===== src/rtl/rf_sb.sv =====
// rf_sb: parametrised register file with a per-register busy scoreboard.
// Two combinational read ports, one synchronous write port, and a
// reserve port used by decode to mark registers with in-flight writes.
// Writeback writes a register and releases its busy bit in the same edge.
// Optional build macro: RF_SB_BYPASS_EN forwards a same-cycle write to the
// read ports (data and busy); storage, scoreboard, busycnt and err are
// the same in both builds.
module rf_sb #(
  parameter int DATA_W = 16,
  parameter int ADDR_W = 3,
  parameter int NREGS  = 8
) (
  input  logic              clk,
  input  logic              rst,
  input  logic [ADDR_W-1:0] read1regsel,
  input  logic [ADDR_W-1:0] read2regsel,
  input  logic [ADDR_W-1:0] writeregsel,
  input  logic [DATA_W-1:0] writedata,
  input  logic              write,
  input  logic              resv,
  input  logic [ADDR_W-1:0] resvregsel,
  output logic [DATA_W-1:0] read1data,
  output logic [DATA_W-1:0] read2data,
  output logic              read1busy,
  output logic              read2busy,
  output logic [ADDR_W:0]   busycnt,
  output logic              err
);

  // NREGS <= 2**ADDR_W, so it always fits in ADDR_W+1 bits.
  localparam logic [ADDR_W:0] NREGS_W = (ADDR_W+1)'(NREGS);

  logic [DATA_W-1:0] regs [0:NREGS-1];
  logic [NREGS-1:0]  busy;
  logic [NREGS-1:0]  busy_nxt;
  logic [ADDR_W:0]   cnt_nxt;

  logic r1_ok, r2_ok, wr_in, rv_in, wr_ok, rv_ok, release_hit;

  // Range decode of every select; out-of-range selects never touch state.
  always_comb begin
    r1_ok = ({1'b0, read1regsel} < NREGS_W);
    r2_ok = ({1'b0, read2regsel} < NREGS_W);
    wr_in = ({1'b0, writeregsel} < NREGS_W);
    rv_in = ({1'b0, resvregsel}  < NREGS_W);
    wr_ok = write && wr_in;
    rv_ok = resv && rv_in;
    // A reservation is allowed on a busy register only if writeback
    // releases that same register in this cycle.
    release_hit = wr_ok && (writeregsel == resvregsel);
  end

  // Illegal operations this cycle: out-of-range write/reserve, or a
  // reservation of a register that is still busy and not being released.
  always_comb begin
    err = 1'b0;
    if (!rst) begin
      if (write && !wr_in)
        err = 1'b1;
      if (resv && !rv_in)
        err = 1'b1;
      if (rv_ok && busy[resvregsel] && !release_hit)
        err = 1'b1;
    end
  end

  // Next scoreboard: release first, then reserve, so a same-register
  // reserve wins over the release. Population count feeds busycnt.
  always_comb begin
    busy_nxt = busy;
    if (wr_ok)
      busy_nxt[writeregsel] = 1'b0;
    if (rv_ok)
      busy_nxt[resvregsel] = 1'b1;
    cnt_nxt = '0;
    for (int i = 0; i < NREGS; i++)
      cnt_nxt = cnt_nxt + (ADDR_W+1)'(busy_nxt[i]);
  end

  // Storage, scoreboard and busy count; reset overrides write and resv.
  always_ff @(posedge clk) begin
    if (rst) begin
      for (int i = 0; i < NREGS; i++)
        regs[i] <= '0;
      busy    <= '0;
      busycnt <= '0;
    end else begin
      if (wr_ok)
        regs[writeregsel] <= writedata;
      busy    <= busy_nxt;
      busycnt <= cnt_nxt;
    end
  end

  // Combinational read ports, with optional same-cycle write forwarding.
  always_comb begin
    read1data = '0;
    read2data = '0;
    read1busy = 1'b0;
    read2busy = 1'b0;
    if (r1_ok) begin
      read1data = regs[read1regsel];
      read1busy = busy[read1regsel];
    end
    if (r2_ok) begin
      read2data = regs[read2regsel];
      read2busy = busy[read2regsel];
    end
`ifdef RF_SB_BYPASS_EN
    if (wr_ok && r1_ok && (writeregsel == read1regsel)) begin
      read1data = writedata;
      read1busy = rv_ok && (resvregsel == read1regsel);
    end
    if (wr_ok && r2_ok && (writeregsel == read2regsel)) begin
      read2data = writedata;
      read2busy = rv_ok && (resvregsel == read2regsel);
    end
`endif
  end

endmodule


===== config.mk =====
export PLATFORM = sky130hd
export DESIGN_NAME = rf_sb
export DESIGN_NICKNAME = d
export VERILOG_FILES = /design/src/rtl/rf_sb.sv
export SDC_FILE = /design/constraint.sdc
export NUM_CORES = 1
export LEC_CHECK = 0
export BUFFER_PORTS_ARGS = -buffer_cell sky130_fd_sc_hd__clkbuf_2
export CAP_MARGIN = 20
export CORE_MARGIN = 1.5
export CORE_UTILIZATION = 54
export CTS_CLUSTER_SIZE = 40
export DETAILED_ROUTE_END_ITERATION = 8
export GPL_TIMING_DRIVEN = 0
export PLACE_DENSITY = 0.73
export SLEW_MARGIN = 10
export SYNTH_ARGS = -nofsm -noshare
export SYNTH_HDL_FRONTEND = slang
export SYNTH_SLANG_ARGS = --single-unit

===== constraint.sdc =====
create_clock -name clk -period 3.2 [get_ports clk]
set_input_delay 0.16 -clock clk [delete_from_list [all_inputs] [get_ports clk]]
set_output_delay 0.16 -clock clk [all_outputs]
set_load 0.01 [all_outputs]

==> report_table.html <==
<table>
<tr><th>Metric</th><th>Value</th></tr>
<tr><th colspan="2">Timing</th></tr>
<tr><td>Slew HR</td><td>22.35%</td></tr>
<tr><td>Slew @ Worst Pin</td><td>1.165 ns</td></tr>
<tr><td>Setup repair after global routing missed its margin</td><td>no</td></tr>
<tr><td>Final hold slack</td><td>0.1042 ns</td></tr>
<tr><td>Setup-failing EPs final</td><td>0</td></tr>
<tr><td>Final Hold Fails</td><td>0</td></tr>
<tr><td>Final period utilization</td><td>95.89%</td></tr>
<tr><td>Final WS setup</td><td>0.1315 ns</td></tr>
<tr><td>Top achievable clock speed</td><td>325.9 MHz</td></tr>
<tr><td>Final number of max-transition violations</td><td>0</td></tr>
<tr><td>Setup Skew</td><td>0.003067 ns</td></tr>
<tr><td>Shortest clock period the worst path allows after layout</td><td>3.068 ns</td></tr>
<tr><th colspan="2">Setup path</th></tr>
<tr><td>Worst setup path class</td><td>primary input to flop</td></tr>
<tr><td>Worst setup EP type</td><td>flop</td></tr>
<tr><td>Required time of the critical path</td><td>3.50 ns</td></tr>
<tr><td>Critical path peak fanout</td><td>10</td></tr>
<tr><td>Arrival time reported for the critical path endpoint</td><td>3.37 ns</td></tr>
<tr><td>Kind of start point of the critical path</td><td>primary input</td></tr>
<tr><th colspan="2">CTS</th></tr>
<tr><td>Clk sink count</td><td>140</td></tr>
<tr><td>Level count of the clock H-tree</td><td>4</td></tr>
<tr><td>Maximum buffer depth of the clock tree</td><td>2</td></tr>
<tr><td>Inserted Clock Buffers</td><td>17</td></tr>
<tr><td>Skew-Pair Late Insertion Delay</td><td>0.42 ns</td></tr>
<tr><td>Hold_buf cts</td><td>0</td></tr>
<tr><td>Clock root cell</td><td>sky130_fd_sc_hd__clkbuf_16</td></tr>
<tr><td>CTS clock-pin slew for the worst setup and hold paths</td><td>0.06 ns</td></tr>
<tr><td>Setup repair bufs after CTS</td><td>0</td></tr>
<tr><td>TritonCTS clock tree</td><td>built</td></tr>
<tr><th colspan="2">Routing</th></tr>
<tr><td>Routed Antenna Nets</td><td>0</td></tr>
<tr><td>Via total after detailed routing</td><td>4761</td></tr>
<tr><td>Initial DRT Pass Iterations</td><td>5</td></tr>
<tr><td>Violation count after the first detailed-routing iteration</td><td>353</td></tr>
<tr><td>Vias per inst</td><td>6.240</td></tr>
<tr><td>Residual DRC count</td><td>0</td></tr>
<tr><td>Routed length per placed instance</td><td>24.72 um</td></tr>
<tr><td>Wire length reported by the detailed router</td><td>18860 um</td></tr>
<tr><th colspan="2">Pwr</th></tr>
<tr><td>Pleak</td><td>3.429 nW</td></tr>
<tr><td>Maximum vdd ir drop</td><td>0.3409 mV</td></tr>
<tr><td>Power density cells</td><td>532.6 nW/um2</td></tr>
<tr><td>Total power</td><td>4.816 mW</td></tr>
<tr><th colspan="2">Die</th></tr>
<tr><td>Vert. Die Dim</td><td>123.6 um</td></tr>
<tr><td>Cell Rows</td><td>43</td></tr>
<tr><td>Num ports</td><td>71</td></tr>
<tr><td>Die Outline Area</td><td>15290 um2</td></tr>
<tr><td>Width of the chip</td><td>123.6 um</td></tr>
<tr><td>Effective utilization at floorplan</td><td>55.97%</td></tr>
<tr><td>Core Box Area</td><td>14040 um2</td></tr>
<tr><th colspan="2">GRT</th></tr>
<tr><td>Overflow left after global routing</td><td>0</td></tr>
<tr><td>Number of antenna violations at the first check in global routing</td><td>0</td></tr>
<tr><td>Total GRT Usage</td><td>26.09%</td></tr>
<tr><td>Vias in the first global route</td><td>4840</td></tr>
<tr><td>Global-route wire length before repair</td><td>27600 um</td></tr>
<tr><td>Pin count of the biggest net entering global routing</td><td>17</td></tr>
<tr><th colspan="2">Logic synthesis</th></tr>
<tr><td>Flip-flop and latch count after synthesis</td><td>140</td></tr>
<tr><td>Post-synthesis sequential area ratio</td><td>51.97%</td></tr>
<tr><td>Ys flop type</td><td>sky130_fd_sc_hd__edfxtp_1</td></tr>
<tr><td>Number of synthesis warnings</td><td>0</td></tr>
<tr><td>Synthesized instance count</td><td>489</td></tr>
<tr><td>Unique cell type count in the Yosys netlist</td><td>40</td></tr>
<tr><td>Post-Synthesis Net Count</td><td>528</td></tr>
<tr><td>Number of enable flip-flop cells after synthesis</td><td>128</td></tr>
<tr><td>Post-synth design cell area</td><td>7859 um2</td></tr>
<tr><td>Async S/R FF share, synth</td><td>0%</td></tr>
<tr><td>Syn Area/Cell</td><td>16.07 um2</td></tr>
<tr><th colspan="2">Final layout</th></tr>
<tr><td>Area added between synthesis and finish</td><td>15.06%</td></tr>
<tr><td>NumNets Final</td><td>609</td></tr>
<tr><td>Proportion of layout cells with a drive suffix above 1</td><td>29.33%</td></tr>
<tr><td>Final std cell area, no fill</td><td>9042 um2</td></tr>
<tr><td>Antenna diode instance count</td><td>0</td></tr>
<tr><th colspan="2">Placed design</th></tr>
<tr><td>Dpl cell area</td><td>8408 um2</td></tr>
<tr><td>Post-placement worst setup slack</td><td>-0.4061 ns</td></tr>
<tr><td>Count of input and output buffers</td><td>61</td></tr>
<tr><td>Detail Placement HPWL</td><td>12340 um</td></tr>
<tr><td>Routability Congestion</td><td>0.8114</td></tr>
<tr><th colspan="2">Job</th></tr>
<tr><td>Maximum capacitance violations</td><td>0</td></tr>
<tr><th colspan="2">Status</th></tr>
<tr><td>Outcome</td><td>finished, final reports clean</td></tr>
<tr><th colspan="2">Hold path</th></tr>
<tr><td>Type of the tightest min-delay check</td><td>primary input to flop</td></tr>
</table>
## worst paths after layout
path                                      from          end  slack (ns)  cells after the start
worst min register to register         busy[7]      busy[7]        0.59                      2
worst max-delay path            writeregsel[2]   busycnt[1]        0.13                     13
worst min-delay path             writedata[10]  regs[4][10]        0.10                      2
worst max register to register         busy[1]   busycnt[1]        0.20                     10
## cell type report
class / instances / area, um2
Buffer: 37 / 246.5
Clock buffer: 19 / 432.9
Tap cell: 180 / 225.2
Inverter: 7 / 26.28
Sequential cell: 140 / 4084
Clock inverter: 13 / 173.9
Fill cell: 1010 / 5000
Multi-Input combinational cell: 305 / 3533
Timing Repair Buffer: 62 / 320.3
## stage by stage
stage | std cells | TNS (ns) | utilization (%)
after CTS | 762 | 0 | 64.20
after global placement | 730 | -0.7899 | 59.88
after global routing | 763 | 0 | 64.39
after detailed placement | 730 | -0.8432 | 59.88
final | 763 | 0 | 64.39
after floorplan | 489 | -0.2780 | -
## flip-flops by register name, summed over array words and instances, names as in the netlist
signal and flops:
regs 128, busy 8, busycnt 4
## cells by family (layout without fill, tap and decap cells)
family	after synthesis	in the layout	synth area share, %
adder cells (fa/ha/maj)	7	7	1.497
XOR/XNOR	4	4	0.4459
AO/OA/AOI/OAI	11	11	1.115
flip-flops	140	140	51.97
AND/OR/NAND/NOR	179	179	14.49
buffers and inverters	44	138	3.311
multiplexers	104	104	27.18
## layout by cell type, fill, tap and decap left out, types with 2 or more instances in the layout
cell type                    count
sky130_fd_sc_hd__and4_1          2
sky130_fd_sc_hd__nor2_1         10
sky130_fd_sc_hd__buf_6           4
sky130_fd_sc_hd__edfxtp_1      128
sky130_fd_sc_hd__buf_12          2
sky130_fd_sc_hd__buf_2           5
sky130_fd_sc_hd__a21oi_1         2
sky130_fd_sc_hd__mux4_2         19
sky130_fd_sc_hd__nand4b_1        3
sky130_fd_sc_hd__mux2_2         35
sky130_fd_sc_hd__clkbuf_16      17
sky130_fd_sc_hd__a22o_1          2
sky130_fd_sc_hd__mux4_1         50
sky130_fd_sc_hd__nor2b_1         9
sky130_fd_sc_hd__inv_2           2
sky130_fd_sc_hd__bufinv_16       4
sky130_fd_sc_hd__nand2b_1       12
sky130_fd_sc_hd__dfxtp_1        12
sky130_fd_sc_hd__a32o_1          2
sky130_fd_sc_hd__fa_1            3
sky130_fd_sc_hd__clkinvlp_4      3
sky130_fd_sc_hd__clkinv_2        3
sky130_fd_sc_hd__xnor2_1         3
sky130_fd_sc_hd__clkbuf_2       62
sky130_fd_sc_hd__inv_1           5
sky130_fd_sc_hd__nand4bb_1       3
sky130_fd_sc_hd__and2_1        128
sky130_fd_sc_hd__clkbuf_1       22
sky130_fd_sc_hd__buf_8           4
sky130_fd_sc_hd__clkinv_1        2
sky130_fd_sc_hd__nor3_2          2
sky130_fd_sc_hd__nor2_2          3
sky130_fd_sc_hd__a32oi_1         2
sky130_fd_sc_hd__ha_1            2
## synthesized netlist by cell type (all sizes together) (2+ instances only)
| cell type | n | area share (%) |
|---|---|---|
| dfxtp | 12 | 3.1 |
| inv | 7 | 0.33 |
| a21oi | 2 | 0.13 |
| and2 | 128 | 10 |
| nor2b | 9 | 0.72 |
| nand4b | 3 | 0.33 |
| ha | 3 | 0.48 |
| a32o | 2 | 0.25 |
| mux2 | 35 | 5.0 |
| a22o | 2 | 0.22 |
| mux4 | 69 | 22 |
| xnor2 | 3 | 0.33 |
| edfxtp | 128 | 49 |
| clkbuf | 21 | 1.0 |
| buf | 16 | 2.0 |
| nor2 | 13 | 0.72 |
| fa | 4 | 1.0 |
| nand2b | 12 | 0.96 |
| nor3 | 2 | 0.25 |
| and4 | 2 | 0.22 |
| nand4bb | 3 | 0.43 |
| a32oi | 2 | 0.22 |
## critical path, stage by stage
cell and delay [ns]:
sky130_fd_sc_hd__clkbuf_2 0.10, sky130_fd_sc_hd__buf_8 0.13, sky130_fd_sc_hd__or4b_4 0.48, sky130_fd_sc_hd__a22o_1 0.24
sky130_fd_sc_hd__fa_1 0.49, sky130_fd_sc_hd__inv_1 0.05, sky130_fd_sc_hd__fa_1 0.49, sky130_fd_sc_hd__fa_1 0.43
sky130_fd_sc_hd__inv_2 0.08, sky130_fd_sc_hd__ha_4 0.13, sky130_fd_sc_hd__inv_2 0.03, sky130_fd_sc_hd__fa_2 0.51
sky130_fd_sc_hd__nor2_1 0.04
## metal layers
metal	global-route usage, %	wire length (um)	share of wire [%]	vias to the layer above
li1	-	-	-	2090
met1	33.62	7469	40	2439
met2	44.20	9696	51	206
met3	4.899	1362	7.2	26
met4	9.986	329	1.7	0
met5	0	0	0	-
## report_power, final
part	leakage (nW)	internal (mW)	total [mW]	switching (mW)
Clock	0.288	1.29	2.02	0.726
Combinational	1.81	0.309	0.623	0.315
Sequential	1.33	2.12	2.17	0.0538
Total	3.43	3.72	4.82	1.09
## repair_timing
action / 4_1_cts / 5_1_grt
hold endpoints to repair: 0 / 0
setup endpoints to repair: 0 / 2
resized for setup: 0 / 3
No activity file was read; power rests on OpenSTA's default activity.
